`config.mk`:
```
export PLATFORM = sky130hd
export DESIGN_NAME = uart_tx
export DESIGN_NICKNAME = d
export VERILOG_FILES = /design/src/rtl/uart_pkg.sv /design/src/rtl/baud_tick_gen.sv /design/src/rtl/uart_tx.sv
export SDC_FILE = /design/constraint.sdc
export NUM_CORES = 1
export LEC_CHECK = 0
export BUFFER_PORTS_ARGS = -buffer_cell sky130_fd_sc_hd__buf_4
export CAP_MARGIN = 20
export CORE_ASPECT_RATIO = 1.5
export CORE_MARGIN = 1.5
export CORE_UTILIZATION = 51
export CTS_CLUSTER_DIAMETER = 80
export DETAILED_ROUTE_END_ITERATION = 10
export PLACE_DENSITY = 0.79
export SYNTH_ARGS = -nofsm -noshare
export SYNTH_HDL_FRONTEND = slang
export SYNTH_HIERARCHICAL = 1
export SYNTH_SLANG_ARGS = --single-unit
```
`constraint.sdc`:
```
create_clock -name clk -period 1.9 [get_ports clk]
set_input_delay 0.38 -clock clk [delete_from_list [all_inputs] [get_ports clk]]
set_output_delay 0.38 -clock clk [all_outputs]
set_load 0.05 [all_outputs]
```
`src/rtl/uart_pkg.sv`:
```
// Shared UART definitions for the TX and RX sides: frame states, line level, bit timing.
package uart_pkg;

  typedef enum logic [2:0] {
    ST_IDLE   = 3'd0,
    ST_START  = 3'd1,
    ST_DATA   = 3'd2,
    ST_PARITY = 3'd3,
    ST_STOP   = 3'd4
  } uart_state_e;

  localparam int   DATA_BITS_DEF = 8;
  localparam logic LINE_IDLE     = 1'b1;

  // Clocks per serial bit; integer division, callers must keep the result >= 2.
  function automatic int clks_per_bit(input int clk_freq, input int baud);
    return clk_freq / baud;
  endfunction

endpackage

```
`src/rtl/baud_tick_gen.sv`:
```
// Bit-period counter: counts 0..CLKS_PER_BIT-1 and flags the last clock of each bit.
module baud_tick_gen #(
  parameter int CLKS_PER_BIT = 4
) (
  input  logic clk,
  input  logic rst,
  input  logic clear,
  output logic bit_end
);

  localparam int CW = (CLKS_PER_BIT > 1) ? $clog2(CLKS_PER_BIT) : 1;

  logic [CW-1:0] cnt;

  assign bit_end = (cnt == CW'(CLKS_PER_BIT - 1));

  always_ff @(posedge clk or posedge rst) begin
    if (rst) begin
      cnt <= '0;
    end else if (clear || bit_end) begin
      cnt <= '0;
    end else begin
      cnt <= cnt + 1'b1;
    end
  end

endmodule

```
`src/rtl/uart_tx.sv`:
```
// UART transmitter, LSB-first, one start and one stop bit.
// Define UART_TX_PARITY_EN to insert an even-parity bit between data and stop.
module uart_tx
  import uart_pkg::*;
#(
  parameter int CLK_FREQ  = 50_000_000,
  parameter int BAUD      = 9600,
  parameter int DATA_BITS = DATA_BITS_DEF
) (
  input  logic                 clk,
  input  logic                 rst,
  input  logic [DATA_BITS-1:0] tx_data,
  input  logic                 tx_valid,
  output logic                 tx_ready,
  output logic                 tx,
  output logic                 tx_busy,
  output logic                 tx_done
);

  localparam int CLKS_PER_BIT = clks_per_bit(CLK_FREQ, BAUD);
  localparam int BCW          = (DATA_BITS > 1) ? $clog2(DATA_BITS) : 1;

  uart_state_e          state, state_nxt;
  logic [BCW-1:0]       bit_cnt, bit_cnt_nxt;
  logic [DATA_BITS-1:0] shreg, shreg_nxt;
  logic                 tx_nxt;
  logic                 bit_end;
`ifdef UART_TX_PARITY_EN
  logic                 par, par_nxt;
`endif

  assign tx_ready = (state == ST_IDLE);
  assign tx_busy  = ~tx_ready;

  // Counter is held at zero while idle, so it starts fresh with the start bit.
  baud_tick_gen #(
    .CLKS_PER_BIT (CLKS_PER_BIT)
  ) u_baud (
    .clk     (clk),
    .rst     (rst),
    .clear   (state == ST_IDLE),
    .bit_end (bit_end)
  );

  always_comb begin
    state_nxt   = state;
    bit_cnt_nxt = bit_cnt;
    shreg_nxt   = shreg;
    tx_done     = 1'b0;
`ifdef UART_TX_PARITY_EN
    par_nxt     = par;
`endif
    case (state)
      ST_IDLE: begin
        if (tx_valid) begin
          state_nxt   = ST_START;
          shreg_nxt   = tx_data;
          bit_cnt_nxt = '0;
`ifdef UART_TX_PARITY_EN
          par_nxt     = ^tx_data;
`endif
        end
      end
      ST_START: begin
        if (bit_end) state_nxt = ST_DATA;
      end
      ST_DATA: begin
        if (bit_end) begin
          shreg_nxt = shreg >> 1;
          if (bit_cnt == BCW'(DATA_BITS - 1)) begin
`ifdef UART_TX_PARITY_EN
            state_nxt = ST_PARITY;
`else
            state_nxt = ST_STOP;
`endif
          end else begin
            bit_cnt_nxt = bit_cnt + 1'b1;
          end
        end
      end
`ifdef UART_TX_PARITY_EN
      ST_PARITY: begin
        if (bit_end) state_nxt = ST_STOP;
      end
`endif
      ST_STOP: begin
        if (bit_end) begin
          tx_done   = 1'b1;
          state_nxt = ST_IDLE;
        end
      end
      default: state_nxt = ST_IDLE;
    endcase

    // Line level is derived from the upcoming state so tx comes straight off a flop.
    case (state_nxt)
      ST_START:  tx_nxt = 1'b0;
      ST_DATA:   tx_nxt = shreg_nxt[0];
`ifdef UART_TX_PARITY_EN
      ST_PARITY: tx_nxt = par_nxt;
`endif
      default:   tx_nxt = LINE_IDLE;
    endcase
  end

  always_ff @(posedge clk or posedge rst) begin
    if (rst) begin
      state   <= ST_IDLE;
      bit_cnt <= '0;
      tx      <= LINE_IDLE;
    end else begin
      state   <= state_nxt;
      bit_cnt <= bit_cnt_nxt;
      tx      <= tx_nxt;
    end
  end

  always_ff @(posedge clk) begin
    shreg <= shreg_nxt;
`ifdef UART_TX_PARITY_EN
    par   <= par_nxt;
`endif
  end

endmodule

```
==> results.py, run 1 <==
metrics = {
    "clock_network": {
        "cts_tree": "done",
        "clock-sinks": 28,
        "ctsHtreeMaxLevel": 1,
        "worst_skew_pair.late_latency_ns": 0.27,
        "cts_max_path_buffers": 2,
        "cts.clk_slew.worst_paths_ns": 0.09,
        "cts_buffers": 3,
        "clock-root-buffer": "clkbuf_8",
        "cts.hold.buffers_added": 0,
    },
    "synth": {
        "synth_simple_gate_area_share": 0.221,
        "synth_ff_type": "dfrtp_1",
        "synthAdderAreaFrac": 0.0261,
        "synth_async_reset_ratio": 0.714,
        "synth_seq_area_share": 0.509,
        "synthesis.area_per_instance_um2": 11.3,
        "synth_compound_area_frac": 0.155,
        "synth_fp_nets": 141,
        "synthesis.yosys.warnings": 6,
        "synth-xor-area-share": 0.0183,
        "mapped_cell_area_um2": 1440,
        "synth.top_cell.area_share": 0.330,
        "synthDominantAreaCellType": "dfrtp_1",
        "synth_top_family_by_area": "simple AND/OR/NAND/NOR gates",
        "synth.ff_latch_count": 28,
        "synth.area.top_cells": "dfrtp_1 33%, edfxtp_1 15%, a22o_1 3.7%",
        "syn_inst": 127,
        "synth_mux_area_frac": 0.0304,
        "netlist-cell-type-count": 47,
        "number_of_enable_type_register_cells_in_the_synthesized_netlist": 7,
    },
    "die": {
        "ios": 15,
        "initial_utilization": 0.538,
        "fp-row-count": 23,
        "die_h_um": 68.1,
        "die_w_um": 46.4,
        "core_area_um2": 2680,
        "die-area_um2": 3160,
    },
    "sta": {
        "finalHoldViolations": 0,
        "worst_slack_ns": -0.147,
        "finalClockSkew_ns": 0.00505,
        "rsz0062_at_grt": "true",
        "slew_viol_final": 0,
        "setup_violation_total_in_the_final_timing_report": 11,
        "slew_of_the_pin_with_the_lowest_slew_margin_ns": 0.509,
        "finalWorstPathRequiredPeriod_ns": 2.05,
        "timing.fmax_ghz": 0.489,
        "finalCritPeriodShare": 1.08,
        "timing.slew.headroom": 0.660,
        "holdWs_ns": 0.0407,
    },
    "critical_path": {
        "reg2reg_depth": 7,
        "worst-endpoint-required_ns": 1.52,
        "worst-r2r-setup-slack_ns": -0.09,
        "timing.critical_path.to": "tx_done",
        "r2r_end": "bit_cnt[2]$_DFFE_PP0P_",
        "start_kind": "flop",
        "worstReg2RegStart": "u_baud/cnt[8]$_DFF_PP0_",
        "crit_path_max_fanout": 2,
        "critical_path_start_end_classification": "flop to output pin",
        "critPathArrivalTime_ns": 1.67,
        "crit_path_end_kind": "output pin",
        "worstSetupStartpoint": "u_baud/cnt[8]$_DFF_PP0_",
    },
    "power": {
        "power.static_leakage_uw": 0.000779,
        "power.density_nw_per_um2": 510,
        "maximum_vdd_drop_uv": 385,
    },
    "detailed_routing": {
        "routed_via_density": 5.68,
        "route.detailed.wl_per_inst_um": 15.6,
        "drt_pass1_iterations": 4,
        "antenna_left": 0,
        "drtIter0Drc": 22,
        "drt_drc_violations_left": 0,
        "dr_total_vias": 1130,
        "wirelength_mm": 3.11,
    },
    "job": {
        "timing.max_cap.violations": 0,
    },
    "layout": {
        "finalNetCount": 177,
        "layout-drive-gt1-share": 0.407,
        "final_cell_mix": "32 x buf_4, 16 x dfrtp_1, 9 x a21oi_1, 7 x edfxtp_1",
        "final_cell_count_no_fill": 199,
        "commonest_non_fill_non_tap_cell_in_the_layout": "buf_4",
        "post_synthesis_to_final_layout_area_growth_pct": 32.8,
        "antenna_cells_inserted": 0,
    },
    "grt": {
        "grt_max_degree": 16,
        "grt_pass1_wl_mm": 4.96,
        "via_count_of_the_first_global_routing_pass": 1129,
        "gr-total-overflow": 0,
        "antenna_found_initial": 0,
        "gr-usage-all-layers": 0.221,
    },
    "run_status": {
        "failed_checks": "setup timing",
        "run_status": "complete, but fails checks",
    },
    "placed_design": {
        "gp_congestion": 0.812,
        "dp.cells": 188,
        "hpwlAfterDp_mm": 2.17,
        "port_buffers": 14,
    },
    "worst_hold_path": {
        "hold_class": "input pin to asynchronous set/reset pin",
    },
}
cell usage after synthesis, types with 2 or more instances:
| library cell | count |
|---|---|
| a21oi_1 | 9 |
| a22o_1 | 6 |
| and2_1 | 2 |
| and3_1 | 3 |
| dfrtp_1 | 19 |
| edfxtp_1 | 7 |
| ha_1 | 3 |
| inv_1 | 7 |
| mux2_2 | 3 |
| nand2_1 | 4 |
| nand2b_1 | 2 |
| nand3_1 | 4 |
| nand4_1 | 2 |
| nor2_1 | 7 |
| o21ai_0 | 5 |
| o31ai_1 | 4 |
| or3_1 | 6 |
| or4_1 | 4 |
| xnor2_1 | 2 |
cell type report:
class	instances	area [µm²]
well taps	37	46.3
multi-input cells	87	768
clock buffers	4	45.0
repair buffers	36	285
inverters	7	30.0
flip-flops and latches	28	736
fillers	194	766
stage by stage:
step	power (µW)	worst slack, ns	util	area, µm²	setup TNS [ns]
global route	1010	-0.231	0.714	1910	-2.17
global placement	656	0.0395	0.634	1700	0
floorplan	637	-0.167	-	1470	-0.167
finish	974	-0.147	0.714	1910	-0.846
CTS	984	-0.128	0.682	1830	-0.132
detailed placement	657	-0.0438	0.634	1700	-0.0596
worst max-delay path, cell delays in order (launching register included):
cell	delay, ns
dfrtp_1	0.43
nor4bb_4	0.34
and3_4	0.24
nor4b_4	0.20
buf_6	0.19
flip-flops by register name, summed over array words and instances (netlist names):
signal,flops
bit_cnt,3
shreg,8
state,3
tx,1
u_baud/cnt,13
worst min-delay path by stage:
stage | start | slack, ns | depth (start not counted) | end
4_1_cts | rst | 0.04 | 2 | bit_cnt[2]$_DFFE_PP0P_
3_3_place_gp | rst | 0.33 | 2 | state[1]$_DFF_PP0_
2_1_floorplan | rst | 0.18 | 1 | bit_cnt[0]$_DFFE_PP0P_
5_1_grt | rst | 0.05 | 2 | bit_cnt[1]$_DFFE_PP0P_
6_report | rst | 0.04 | 2 | bit_cnt[1]$_DFFE_PP0P_
3_5_place_dp | rst | 0.34 | 2 | bit_cnt[2]$_DFFE_PP0P_
what timing repair did:
action | in CTS | in global routing
pin swaps | 3 | 6
resized for setup | 13 | 11
buffers inserted | 2 | 6
setup endpoints to repair | 9 | 20
power by group:
| part | switching (µW) | total (µW) | internal (µW) |
|---|---|---|---|
| sequential | 0.278 | 615 | 614 |
| clock | 177 | 327 | 150 |
| combinational | 15.6 | 32.0 | 16.4 |
| total | 193 | 974 | 781 |
layer usage:
layer	share of wire	vias up	GRT usage
li1	-	550	-
met4	0.020	0	0.104
met2	0.56	28	0.403
met5	0	-	0
met1	0.39	546	0.244
met3	0.025	6	0.0264
cells by family (layout without fill, tap and decap cells):
group,after synthesis,after routing
AO/OA/AOI/OAI,31,31
buffers and inverters,12,47
XOR/XNOR,3,3
adder cells (fa/ha/maj),3,3
flip-flops,28,28
AND/OR/NAND/NOR,46,46
multiplexers,4,4
No activity file was read; power rests on OpenSTA's default activity.
==> run 2, diff against run 1 <==
CORE_UTILIZATION = 60   (was 51)
CTS_BUF_LIST = sky130_fd_sc_hd__clkbuf_2   (was default)
PLACE_DENSITY = 0.87   (was 0.79)
clock period = 2.2 ns   (was 1.9 ns; I/O delays follow)
==> results.py, run 2 (synthesized netlist as in run 1, its figures left out) <==
metrics = {
    "run_status": {
        "run_status": "complete, but fails checks",
        "failed_checks": "setup timing",
    },
    "placed_design": {
        "gp_congestion": 0.868,
        "hpwlAfterDp_mm": 2.02,
        "dpl-instance-area_um2": 1590,
        "port_buffers": 14,
    },
    "clock_network": {
        "cts.clk_slew.worst_paths_ns": 0.25,
        "cts_tree": "done",
        "ctsHtreeMaxLevel": 1,
        "cts_max_path_buffers": 2,
        "worst_skew_pair.late_latency_ns": 0.38,
        "cts_buffers": 3,
        "clock-root-buffer": "clkbuf_2",
        "clock-sinks": 28,
    },
    "layout": {
        "layout-drive-gt1-share": 0.333,
        "antenna_cells_inserted": 0,
        "largest_registers": "u_baud/cnt x13, shreg x8",
        "commonest_non_fill_non_tap_cell_in_the_layout": "buf_4",
        "final_core_util": 0.775,
        "final_cell_mix": "28 x buf_4, 17 x dfrtp_1, 9 x a21oi_1",
        "post_synthesis_to_final_layout_area_growth_pct": 21.7,
        "finalNetCount": 171,
        "largest_register": "u_baud/cnt",
        "fillCellCount": 156,
        "largest_register_ff_count": 13,
        "post-route-cell-area_um2": 1750,
    },
    "critical_path": {
        "worst-r2r-setup-slack_ns": 0.16,
        "critical_path.max_stage_delay_ns": 0.48,
        "worst-endpoint-required_ns": 1.76,
        "critical_path_start_end_classification": "flop to output pin",
        "start_kind": "flop",
        "crit_path_end_kind": "output pin",
        "crit_slowest_cell": "dfrtp_1",
        "crit_path_max_fanout": 2,
        "timing.critical_path.cells": "nor4bb_4 > and3_4 > nor4b_4 > buf_6",
        "critPathArrivalTime_ns": 1.80,
    },
    "sta": {
        "setup_violation_total_in_the_final_timing_report": 1,
        "finalHoldViolations": 0,
        "timing.fmax_ghz": 0.447,
        "slew_of_the_pin_with_the_lowest_slew_margin_ns": 0.491,
        "timing.slew.headroom": 0.672,
        "slew_viol_final": 0,
        "worst_slack_ns": -0.0377,
        "finalWorstPathRequiredPeriod_ns": 2.24,
        "rsz0062_at_grt": "true",
        "fin_setup_tns_ns": -0.0377,
        "finalClockSkew_ns": 0.00889,
        "finalCritPeriodShare": 1.02,
    },
    "detailed_routing": {
        "routed_via_density": 6.27,
        "antenna_left": 0,
        "dr_total_vias": 1122,
        "met2_length_mm": 1.70,
        "met3WireLength_um": 98,
        "route.detailed.wl_per_inst_um": 16.8,
        "drt_drc_violations_left": 0,
        "topRoutingLayerUsed": "met4",
        "drt_pass1_iterations": 4,
        "wl_met1_mm": 1.16,
        "wirelength_mm": 3.01,
        "drtIter0Drc": 41,
    },
    "grt": {
        "grt_max_degree": 16,
        "via_count_of_the_first_global_routing_pass": 1139,
        "gr-usage-all-layers": 0.250,
        "grt_pass1_wl_mm": 5.03,
        "gr-total-overflow": 0,
        "antenna_found_initial": 0,
    },
    "die": {
        "ios": 15,
        "fp-row-count": 21,
        "die_h_um": 63.0,
        "die-area_um2": 2710,
        "initial_utilization": 0.637,
        "core_area_um2": 2260,
        "die_w_um": 43.0,
    },
    "power": {
        "power.static_leakage_uw": 0.000740,
        "maximum_vdd_drop_uv": 346,
        "power.density_nw_per_um2": 428,
    },
    "job": {
        "timing.max_cap.violations": 0,
    },
    "worst_hold_path": {
        "hold_class": "input pin to flop",
    },
}
run 2: final cells by class:
cell class | count | area, µm² | share of cell area
repair buffers | 30 | 231 | 0.132
flip-flops and latches | 28 | 734 | 0.420
inverters | 7 | 26.3 | 0.0150
clock inverters | 1 | 3.75 | 0.00214
well taps | 23 | 28.8 | 0.0164
multi-input cells | 87 | 711 | 0.406
clock buffers | 3 | 15.0 | 0.00858
run 2: final timing paths:
path | from | endpoint | cells after the start
min reg2reg | shreg[0]$_DFF_P_ | shreg[0]$_DFF_P_ | 2
max | u_baud/cnt[8]$_DFF_PP0_ | tx_done | 4
max reg2reg | u_baud/cnt[8]$_DFF_PP0_ | bit_cnt[1]$_DFFE_PP0P_ | 7
min in group asynchronous | rst | bit_cnt[1]$_DFFE_PP0P_ | 3
min | tx_data[0] | shreg[0]$_DFF_P_ | 3
max in group asynchronous | rst | u_baud/cnt[3]$_DFF_PP0_ | 3
run 2: per-stage QoR:
| stage | std cells | worst slack (ns) | power, µW | hold WS (ns) |
|---|---|---|---|---|
| floorplan | 127 | 0.0729 | 550 | 0.243 |
| global placement | 163 | 0.182 | 567 | 0.399 |
| detailed placement | 163 | 0.139 | 567 | 0.400 |
| CTS | 174 | -0.0175 | 747 | 0.298 |
| global route | 179 | -0.118 | 776 | 0.291 |
| finish | 179 | -0.0377 | 748 | 0.285 |
run 2: per-layer routing:
layer,track usage,vias up
met5,0,-
met4,0.140,0
met3,0.0347,7
met2,0.430,30
met1,0.287,552
li1,-,533
run 2: critical path: cells and delay by family, from the launching register on:
kind	cells	cell delay, ns
flip-flops	1	0.48
AND/OR/NAND/NOR	3	0.75
buffers and inverters	1	0.19
run 2: timing repair:
action | CTS | global route
pin swaps | 2 | 3
setup endpoints to repair | 1 | 2
setup buffers | 6 | 5
resized for setup | 7 | 4
hold buffers | 1 | 0
endpoints found under the hold margin | 6 | 0
run 2: power by group:
part           switching [µW]  internal (µW)
Clock                     150           39.4
Sequential              0.224            532
Combinational            12.4           14.2
Total                     163            586
==> run 3, diff against run 2 <==
ABC_AREA = 1   (was default)
CORE_MARGIN = 2   (was 1.5)
==> results.py, run 3 <==
metrics = {
    "run_status": {
        "run_status": "completed",
    },
    "clock_network": {
        "worst_skew_pair.late_latency_ns": 0.37,
        "clock-root-buffer": "clkbuf_2",
        "cts_buffers": 3,
        "ctsHtreeMaxLevel": 1,
        "clock-sinks": 28,
        "cts.clk_slew.worst_paths_ns": 0.25,
        "cts_max_path_buffers": 2,
        "cts_tree": "done",
    },
    "layout": {
        "commonest_non_fill_non_tap_cell_in_the_layout": "nand2_1",
        "largest_register": "u_baud/cnt",
        "post_synthesis_to_final_layout_area_growth_pct": 12.0,
        "largest_register_ff_count": 13,
        "final_cell_mix": "58 x nand2_1, 28 x nor2_1, 25 x inv_1, 19 x dfrtp_1, 18 x nand3_1",
        "largest_registers": "u_baud/cnt x13, shreg x8",
        "multi_input_comb_area_um2": 692,
        "layout-drive-gt1-share": 0.183,
        "antenna_cells_inserted": 0,
        "fillCellCount": 205,
        "final_cell_count_no_fill": 237,
        "seqCellArea_um2": 732,
        "finalNetCount": 228,
    },
    "critical_path": {
        "start_kind": "flop",
        "crit_path_end_kind": "output pin",
        "critical_path_start_end_classification": "flop to output pin",
        "crit_path_max_fanout": 4,
        "critPathArrivalTime_ns": 1.67,
        "worst-endpoint-required_ns": 1.76,
    },
    "synth": {
        "syn_inst": 193,
        "synthDominantAreaCellType": "dfrtp_1",
        "synth_async_reset_ratio": 0.714,
        "netlist_top_cells_count": "58 x nand2_1, 30 x nor2_1, 27 x inv_1",
        "synth_top_family_by_area": "simple AND/OR/NAND/NOR gates",
        "synthesis.area_per_instance_um2": 7.97,
        "synth_ff_type": "dfrtp_1",
        "yosysMostFrequentCell": "nand2_1",
        "synth_fp_nets": 207,
        "synth.area.top_cells": "dfrtp_1 31%, nand2_1 14%, edfxtp_1 14%",
        "synth.ff_latch_count": 28,
        "netlist-cell-type-count": 25,
        "synth_compound_area_frac": 0.0138,
        "synth_mux_area_frac": 0,
        "synthAdderAreaFrac": 0.0244,
        "synthesis.yosys.warnings": 6,
        "synth_simple_gate_area_share": 0.360,
        "synth-xor-area-share": 0.0398,
        "synth_seq_area_share": 0.476,
        "number_of_enable_type_register_cells_in_the_synthesized_netlist": 7,
        "mapped_cell_area_um2": 1540,
        "synth.top_cell.area_share": 0.309,
    },
    "power": {
        "power.static_leakage_uw": 0.000802,
        "power_switching_uw": 524,
        "seq_power_share": 0.502,
        "power.clock.fraction": 0.149,
        "power.density_nw_per_um2": 780,
        "p_int_uw": 820,
        "switching_share": 0.390,
        "combPwrFrac": 0.350,
        "maximum_vdd_drop_uv": 625,
    },
    "sta": {
        "slew_viol_final": 0,
        "finalCritPeriodShare": 0.960,
        "finalWorstPathRequiredPeriod_ns": 2.11,
        "finalHoldViolations": 0,
        "timing.slew.headroom": 0.671,
        "fin_setup_tns_ns": 0,
        "finalClockSkew_ns": 0.00437,
        "timing.fmax_ghz": 0.474,
        "slew_of_the_pin_with_the_lowest_slew_margin_ns": 0.494,
        "setup_violation_total_in_the_final_timing_report": 0,
    },
    "detailed_routing": {
        "wirelength_mm": 2.94,
        "routed_via_density": 5.35,
        "drt_pass1_iterations": 4,
        "antenna_left": 0,
        "route.detailed.wl_per_inst_um": 12.4,
        "drtIter0Drc": 26,
        "dr_total_vias": 1269,
        "drt_drc_violations_left": 0,
    },
    "placed_design": {
        "gp_congestion": 0.894,
        "hpwlAfterDp_mm": 2.27,
        "port_buffers": 14,
        "dp.cells": 230,
    },
    "grt": {
        "gr-total-overflow": 0,
        "gr-usage-all-layers": 0.226,
        "via_count_of_the_first_global_routing_pass": 1304,
        "antenna_found_initial": 0,
        "grt_max_degree": 16,
        "grt_pass1_wl_mm": 5.07,
    },
    "die": {
        "die_w_um": 45.4,
        "die-area_um2": 2990,
        "fp-row-count": 22,
        "initial_utilization": 0.628,
        "ios": 15,
        "die_h_um": 66.0,
        "core_area_um2": 2450,
    },
    "worst_hold_path": {
        "hold_class": "input pin to flop",
    },
    "job": {
        "timing.max_cap.violations": 0,
    },
}
## run 3: changes by cell type in the layout (fill, tap and decap cells not counted), moves of 6 or more
cell / delta
nand2_1: +54
nor2_1: +21
inv_1: +18
nand3_1: +14
buf_4: -12
a21oi_1: -8
a22o_1: -6
or3_1: -6
## run 3: metrics by stage
| stage | setup slack [ns] | hold WS [ns] | utilization | power [µW] | instance area [µm²] |
|---|---|---|---|---|---|
| after detailed placement | 0.310 | 0.397 | 0.676 | 1120 | 1660 |
| after global placement | 0.385 | 0.384 | 0.676 | 1100 | 1660 |
| after floorplan | 0.0575 | 0.243 | - | 1020 | 1540 |
| final | 0.0882 | 0.307 | 0.703 | 1340 | 1720 |
| after CTS | 0.00841 | 0.311 | 0.698 | 1330 | 1710 |
| after global routing | -0.00644 | 0.288 | 0.703 | 1420 | 1720 |
## run 3: final timing paths
check,from,end,slack (ns),cells past startpoint
min in group asynchronous,rst,state[0]$_DFF_PP0_,0.52,3
worst max register to register,u_baud/cnt[1]$_DFF_PP0_,shreg[4]$_DFFE_PP_,0.44,8
worst max-delay path,u_baud/cnt[1]$_DFF_PP0_,tx_done,0.09,8
worst min register to register,bit_cnt[2]$_DFFE_PP0P_,bit_cnt[2]$_DFFE_PP0P_,0.55,2
worst min-delay path,tx_data[3],shreg[3]$_DFFE_PP_,0.31,3
max in group asynchronous,rst,u_baud/cnt[3]$_DFF_PP0_,1.26,3
## run 3: kinds of logic (layout without fill, tap and decap cells)
logic type / after synthesis / in the layout
flip-flops: 28 / 28
AND/OR/NAND/NOR: 121 / 121
buffers and inverters: 30 / 50
XOR/XNOR: 7 / 7
AO/OA/AOI/OAI: 4 / 4
adder cells (fa/ha/maj): 3 / 3
## run 3: power groups by stage
| stage | Clock [µW] | Sequential [µW] | Combinational, µW |
|---|---|---|---|
| 2_1_floorplan | 0 | 706 | 313 |
| 3_3_place_gp | 0 | 677 | 424 |
| 3_5_place_dp | 0 | 685 | 437 |
| 4_1_cts | 199 | 668 | 468 |
| 5_1_grt | 218 | 684 | 517 |
| 6_report | 200 | 675 | 470 |
## run 3: timing repair
action	in CTS	in global routing
endpoints found under the hold margin	6	0
pin swaps	0	3
setup buffers	2	0
setup endpoints to repair	1	1
hold buffers	1	0
resized for setup	3	4
## run 3: area by class of cell
cell class	count	share of cell area
clock buffers	4	0.0116
repair buffers	18	0.0821
multi-input cells	135	0.402
inverters	28	0.0625
well taps	24	0.0174
flip-flops and latches	28	0.425
## run 3: worst max-delay path, stage by stage, from the launching register on
cell and delay (ns):
dfrtp_1 0.46, ha_4 0.17, nand2_1 0.07, nor2_2 0.11
nand3_2 0.10, inv_2 0.08, inv_2 0.05, nor2_2 0.10
buf_6 0.17
## run 3: routing by layer
layer	track usage	routed length, µm	share of wire
met5	0	0	0
met4	0.0882	64	0.022
met3	0.0383	84	0.029
met2	0.427	1660	0.56
met1	0.233	1140	0.39
